$ cat src/rtl/timer_dev.sv
// +----------------------------------------------------------------------------+
// | Module      : timer_dev                                                    |
// | Description : Memory-mapped countdown timer with CTRL/PRESET/COUNT regs,   |
// |               one-shot and auto-reload modes, level IRQ.                   |
// | Option      : TIMER_COUNT_WRITE_EN enables software writes to COUNT.       |
// | Revision    : 1.0 - initial release                                        |
// +----------------------------------------------------------------------------+
`default_nettype none

module timer_dev #(
  parameter logic [31:0] RST_PRESET = 32'h0000_0000,
  parameter int          ADDR_LSB   = 2
) (
  input  logic        clk,
  input  logic        reset_n,
  input  logic [31:0] Addr,
  input  logic        WE,
  input  logic [31:0] Din,
  output logic [31:0] Dout,
  output logic        IRQ
);

  typedef enum logic [1:0] {
    S_IDLE = 2'd0,
    S_LOAD = 2'd1,
    S_CNT  = 2'd2,
    S_INT  = 2'd3
  } state_t;

  state_t      r_state, w_state_nxt;
  logic [3:0]  r_ctrl, w_ctrl_nxt;
  logic [31:0] r_preset, w_preset_nxt;
  logic [31:0] r_count, w_count_nxt;
  logic        r_irq, w_irq_nxt;
  logic [1:0]  w_sel;
  logic        w_unused_addr;

  assign w_sel         = Addr[ADDR_LSB+1:ADDR_LSB];
  assign w_unused_addr = ^Addr;

  always_ff @(posedge clk or negedge reset_n) begin
    if (!reset_n) begin
      r_state  <= S_IDLE;
      r_ctrl   <= 4'h0;
      r_preset <= RST_PRESET;
      r_count  <= 32'h0;
      r_irq    <= 1'b0;
    end else begin
      r_state  <= w_state_nxt;
      r_ctrl   <= w_ctrl_nxt;
      r_preset <= w_preset_nxt;
      r_count  <= w_count_nxt;
      r_irq    <= w_irq_nxt;
    end
  end

  always_comb begin
    w_state_nxt  = r_state;
    w_ctrl_nxt   = r_ctrl;
    w_preset_nxt = r_preset;
    w_count_nxt  = r_count;
    w_irq_nxt    = r_irq;

    case (r_state)
      S_IDLE: begin
        if (r_ctrl[0]) w_state_nxt = S_LOAD;
      end
      S_LOAD: begin
        w_count_nxt = r_preset;
        w_irq_nxt   = 1'b0;
        w_state_nxt = r_ctrl[0] ? S_CNT : S_IDLE;
      end
      S_CNT: begin
        if (!r_ctrl[0]) begin
          w_state_nxt = S_IDLE;
        end else if (r_count > 32'd1) begin
          w_count_nxt = r_count - 32'd1;
        end else begin
          w_count_nxt = 32'h0;
          w_irq_nxt   = 1'b1;
          w_state_nxt = S_INT;
        end
      end
      default: begin
        // Auto-reload restarts through IDLE (EN still set), giving a P+3 period
        w_state_nxt = S_IDLE;
        if (r_ctrl[2:1] == 2'b01) w_irq_nxt = 1'b0;
        else                      w_ctrl_nxt[0] = 1'b0;
      end
    endcase

    // Software writes take priority over the FSM updates above
    if (WE) begin
      case (w_sel)
        2'd0: begin
          w_ctrl_nxt = Din[3:0];
          w_irq_nxt  = 1'b0;
        end
        2'd1: begin
          w_preset_nxt = Din;
          w_irq_nxt    = 1'b0;
        end
`ifdef TIMER_COUNT_WRITE_EN
        2'd2: begin
          w_count_nxt = Din;
          if (r_state == S_CNT && r_ctrl[0]) begin
            w_state_nxt = S_CNT;
            w_irq_nxt   = r_irq;
          end
        end
`endif
        default: ;
      endcase
    end
  end

  always_comb begin
    case (w_sel)
      2'd0:    Dout = {28'h0, r_ctrl};
      2'd1:    Dout = r_preset;
      2'd2:    Dout = r_count;
      default: Dout = 32'h0;
    endcase
  end

  assign IRQ = r_irq & r_ctrl[3];

endmodule

`default_nettype wire
$ cat config.mk
export PLATFORM = sky130hd
export DESIGN_NAME = timer_dev
export DESIGN_NICKNAME = d
export VERILOG_FILES = /design/src/rtl/timer_dev.sv
export SDC_FILE = /design/constraint.sdc
export NUM_CORES = 1
export LEC_CHECK = 0
export CORE_ASPECT_RATIO = 0.9
export CORE_MARGIN = 3
export CORE_UTILIZATION = 25
export DETAILED_ROUTE_END_ITERATION = 6
export DONT_BUFFER_PORTS = 1
export SYNTH_ARGS = -nofsm -noshare
export SYNTH_HDL_FRONTEND = slang
export SYNTH_SLANG_ARGS = --single-unit
$ cat constraint.sdc
create_clock -name clk -period 4.9 [get_ports clk]
set_input_delay 0.49 -clock clk [delete_from_list [all_inputs] [get_ports clk]]
set_output_delay 0.49 -clock clk [all_outputs]
set_load 0.05 [all_outputs]
==> flow_summary.rst <==
.. list-table::
   :header-rows: 1

   * - Metric
     - Value
   * - Result of the run
     - finished clean
   * - Number of buffer and inverter instances along the worst setup path
     - 0
   * - Global placement routability congestion
     - 0.900
   * - Number of primary I/O pins
     - 100
   * - Portion of the clock cycle consumed by the worst path in the final layout
     - 70.5%
   * - Gate count of the mapped netlist
     - 399
   * - Total via count in the routed design
     - 3,250
   * - Type of element launching the critical path
     - flop
   * - Critical path data required time
     - 5.09 ns
   * - Clock Sink Count
     - 71
   * - Top sig layer
     - met4
   * - RSZ-0062 raised after global routing
     - false
   * - Number of nets in the synthesized netlist
     - 468
   * - Clock network latency to the later pin of the worst-skew pair
     - 0.34 ns
   * - Clock-pin slew on the worst setup and hold paths
     - 0.06 ns
   * - Accumulated negative setup slack
     - 0 ns
   * - Crit. End Element
     - flop
   * - Maximum number of pins on one net before global-route repair
     - 72
   * - Number of iterations in the first detailed-routing pass
     - 4
   * - Global-route wire length before repair
     - 19.1 mm
   * - Register bit total from synthesis
     - 71
   * - Post-Route Utilization
     - 29.4%
   * - Placeable Area
     - 15,000 um^2
   * - Period minus WS final
     - 3.45 ns
   * - Max rail drop VDD
     - 0.211 mV
   * - Most used flip-flop cell after synthesis
     - sky130_fd_sc_hd__dfrtp_1
   * - Wire length on met3
     - 1.08 mm
   * - Arrival time of data at the critical path endpoint
     - 3.65 ns
   * - Post-layout nets
     - 463
   * - Placed wire-length estimate after detailed placement
     - 8.41 mm
   * - Synth async-reset ratio
     - 100%
   * - Quantity of I/O buffers inserted on ports
     - 0
   * - Highest net fanout along the worst path
     - 24
   * - Number of non-filler instances in the completed layout
     - 597
   * - Hold WC Path Type
     - in -> async
   * - Antenna violation net count after detailed routing
     - 0
   * - Post-DR wirelength/cell
     - 19.6 um
   * - Slowest-stage cell, CP
     - sky130_fd_sc_hd__nor4_2
   * - Post-cts hold buffer count
     - 1
   * - Cell area after technology mapping
     - 3900 um^2
   * - Number of max-slew violations in the final report
     - 0
   * - Antenna violations before repair
     - 0
   * - Final Hold Fails
     - 0
   * - Overall routed net length
     - 11.7 mm
   * - Critical path, cell by cell
     - nor4_2 > nand4b_1 > nor4_4 > nor2_2 > nand2_1 > o311ai_0
   * - Fraction of layout cells with a size suffix above 1
     - 17.0%
   * - Floorplan die area
     - 17,100 um^2
   * - Number of buffers on the longest clock path
     - 2
   * - Area growth from synthesis to final layout
     - 13.0%
   * - Iteration-0 DRC Markers
     - 315
   * - Count of flip-flops with a built-in enable after synthesis
     - 0
   * - Number of global-route vias before repair
     - 3,296
   * - DIE WIDTH
     - 138 um
   * - Number of antenna repair diodes
     - 0
   * - Number of standard-cell rows in the floorplan
     - 42
   * - P_leak
     - 1.74 nW
   * - Sequential cell area fraction in the yosys report
     - 45.5%
   * - Cts repair resizes
     - 0
   * - DRC violation count after routing
     - 0
   * - Clk Tree Root Cell
     - sky130_fd_sc_hd__clkbuf_16
   * - Worst R2R End
     - r_count[25]$_DFFE_PN0P_
   * - Measured slew at the worst slew-check pin
     - 1.05 ns
   * - Headroom to the max-slew limit
     - 30.3%
   * - Achievable clock frequency
     - 290 MHz
   * - Inst Count DP
     - 580
   * - Setup repair bufs after CTS
     - 0
   * - Number of distinct library cells after synthesis
     - 51
   * - Maximum cell stage delay along the critical path
     - 0.75 ns
   * - Clock buffer count from CTS
     - 9
   * - R2R depth
     - 6
   * - Power Density
     - 589 nW/um^2
   * - M1 WL
     - 5.14 mm
   * - Vert. Die Dim
     - 125 um
   * - R2R Path Start
     - r_count[7]$_DFFE_PN0P_
   * - Vias per cell
     - 5.44
   * - Met2 routed WL
     - 5.34 mm
   * - GRT Total Usage
     - 14.3%
   * - Top delay family on crit path
     - simple AND/OR/NAND/NOR gates
   * - CTS tree
     - done
   * - Synthesized area divided by synthesized cell count
     - 9.78 um^2
   * - Critical path start-end classification
     - reg -> reg
   * - FF-to-FF setup slack
     - 1.45 ns
   * - Global route overflow
     - 0
   * - Number of warnings printed during yosys synthesis
     - 0
   * - # setup viols final
     - 0
   * - H-tree levels
     - 3
   * - Effective utilization at floorplan
     - 26.1%
   * - Number of maximum-capacitance constraint violations
     - 0
   * - Skew final
     - 0.00917 ns
==> Yosys cell counts (6+ instances only) <==
| cell | count | area (um^2) |
|---|---|---|
| sky130_fd_sc_hd__nand3_1 | 20 | 100 |
| sky130_fd_sc_hd__nor2_1 | 18 | 67.6 |
| sky130_fd_sc_hd__o21ai_0 | 22 | 110 |
| sky130_fd_sc_hd__inv_1 | 8 | 30.0 |
| sky130_fd_sc_hd__o211ai_1 | 8 | 60.1 |
| sky130_fd_sc_hd__o311ai_0 | 8 | 70.1 |
| sky130_fd_sc_hd__mux2_2 | 34 | 383 |
| sky130_fd_sc_hd__mux2i_1 | 6 | 60.1 |
| sky130_fd_sc_hd__dfrtp_1 | 71 | 1780 |
| sky130_fd_sc_hd__or3_1 | 6 | 37.5 |
| sky130_fd_sc_hd__nand2_1 | 53 | 199 |
| sky130_fd_sc_hd__a21oi_1 | 13 | 65.1 |
| sky130_fd_sc_hd__clkbuf_1 | 14 | 52.6 |
| sky130_fd_sc_hd__nor3_1 | 12 | 60.1 |
| sky130_fd_sc_hd__nor4_1 | 6 | 37.5 |
| sky130_fd_sc_hd__a22o_1 | 29 | 254 |
==> how the worst max path moves through the flow <==
stage / from / slack [ns] / endpoint / cells after the start
global route: r_count[7]$_DFFE_PN0P_ / 1.15 / r_count[24]$_DFFE_PN0P_ / 6
CTS: r_count[7]$_DFFE_PN0P_ / 1.54 / r_count[25]$_DFFE_PN0P_ / 6
floorplan: r_count[0]$_DFFE_PN0P_ / 2.28 / r_count[30]$_DFFE_PN0P_ / 8
detailed placement: r_count[7]$_DFFE_PN0P_ / 1.56 / r_count[25]$_DFFE_PN0P_ / 6
finish: r_count[7]$_DFFE_PN0P_ / 1.45 / r_count[25]$_DFFE_PN0P_ / 6
global placement: r_count[7]$_DFFE_PN0P_ / 1.64 / r_count[25]$_DFFE_PN0P_ / 6
==> flip-flops by register name, indices dropped and copies added (netlist names) <==
signal	flops
r_count	32
r_ctrl	4
r_irq	1
r_preset	32
r_state	2
==> worst reg2reg max path: cells and delay by family (launching register included) <==
kind	cells	cell delay (ns)
compound gates	1	0.19
flops	1	0.46
simple gates	5	2.67
==> routing by layer <==
metal	track usage [%]	up-vias
met2	21.0	110
met3	5.45	10
met1	19.3	1622
met5	0	-
met4	4.42	0
li1	-	1508
==> metrics by stage <==
step	cell area [um^2]	hold slack, ns	setup WS (ns)	total power, mW
2_1_floorplan	3900	0.194	2.28	1.73
3_3_place_gp	4110	0.199	1.64	1.94
3_5_place_dp	4110	0.199	1.56	1.98
4_1_cts	4410	0.0473	1.54	2.61
5_1_grt	4410	0.0694	1.15	2.77
6_report	4410	0.00905	1.45	2.60
==> layout make-up <==
class                           instances  area [um^2]
Fill cell                            1584        10600
Multi-Input combinational cell        298         2010
Sequential cell                        71         1780
Clock buffer                           12          256
Tap cell                              198          248
Timing Repair Buffer                    6         65.1
Inverter                                8         30.0
Clock inverter                          4         20.0
==> cells by family after synthesis <==
logic type	after synthesis	share of synthesized area, %
AND/OR/NAND/NOR	148	19.4
buffers and inverters	30	3.14
multiplexers	40	11.3
flip-flops	71	45.5
AO/OA/AOI/OAI	108	20.0
adder cells (fa/ha/maj)	2	0.641
==> layout by cell type, fill, tap and decap left out, types with 8 or more instances in the layout <==
cell type | Yosys | routed
sky130_fd_sc_hd__clkbuf_16 | 0 | 9
sky130_fd_sc_hd__o211ai_1 | 8 | 8
sky130_fd_sc_hd__nand2_1 | 53 | 53
sky130_fd_sc_hd__dfrtp_1 | 71 | 71
sky130_fd_sc_hd__a21oi_1 | 13 | 13
sky130_fd_sc_hd__o21ai_0 | 22 | 18
sky130_fd_sc_hd__nand3_1 | 20 | 20
sky130_fd_sc_hd__inv_1 | 8 | 8
sky130_fd_sc_hd__nor2_1 | 18 | 16
sky130_fd_sc_hd__nor3_1 | 12 | 12
sky130_fd_sc_hd__mux2_2 | 34 | 34
sky130_fd_sc_hd__a22o_1 | 29 | 29
sky130_fd_sc_hd__o311ai_0 | 8 | 8
==> power by group <==
group,switching (mW),internal (mW)
clock network,0.244,0.366
registers,0.258,0.780
logic,0.629,0.320
Power figures use the tool's default switching activity.
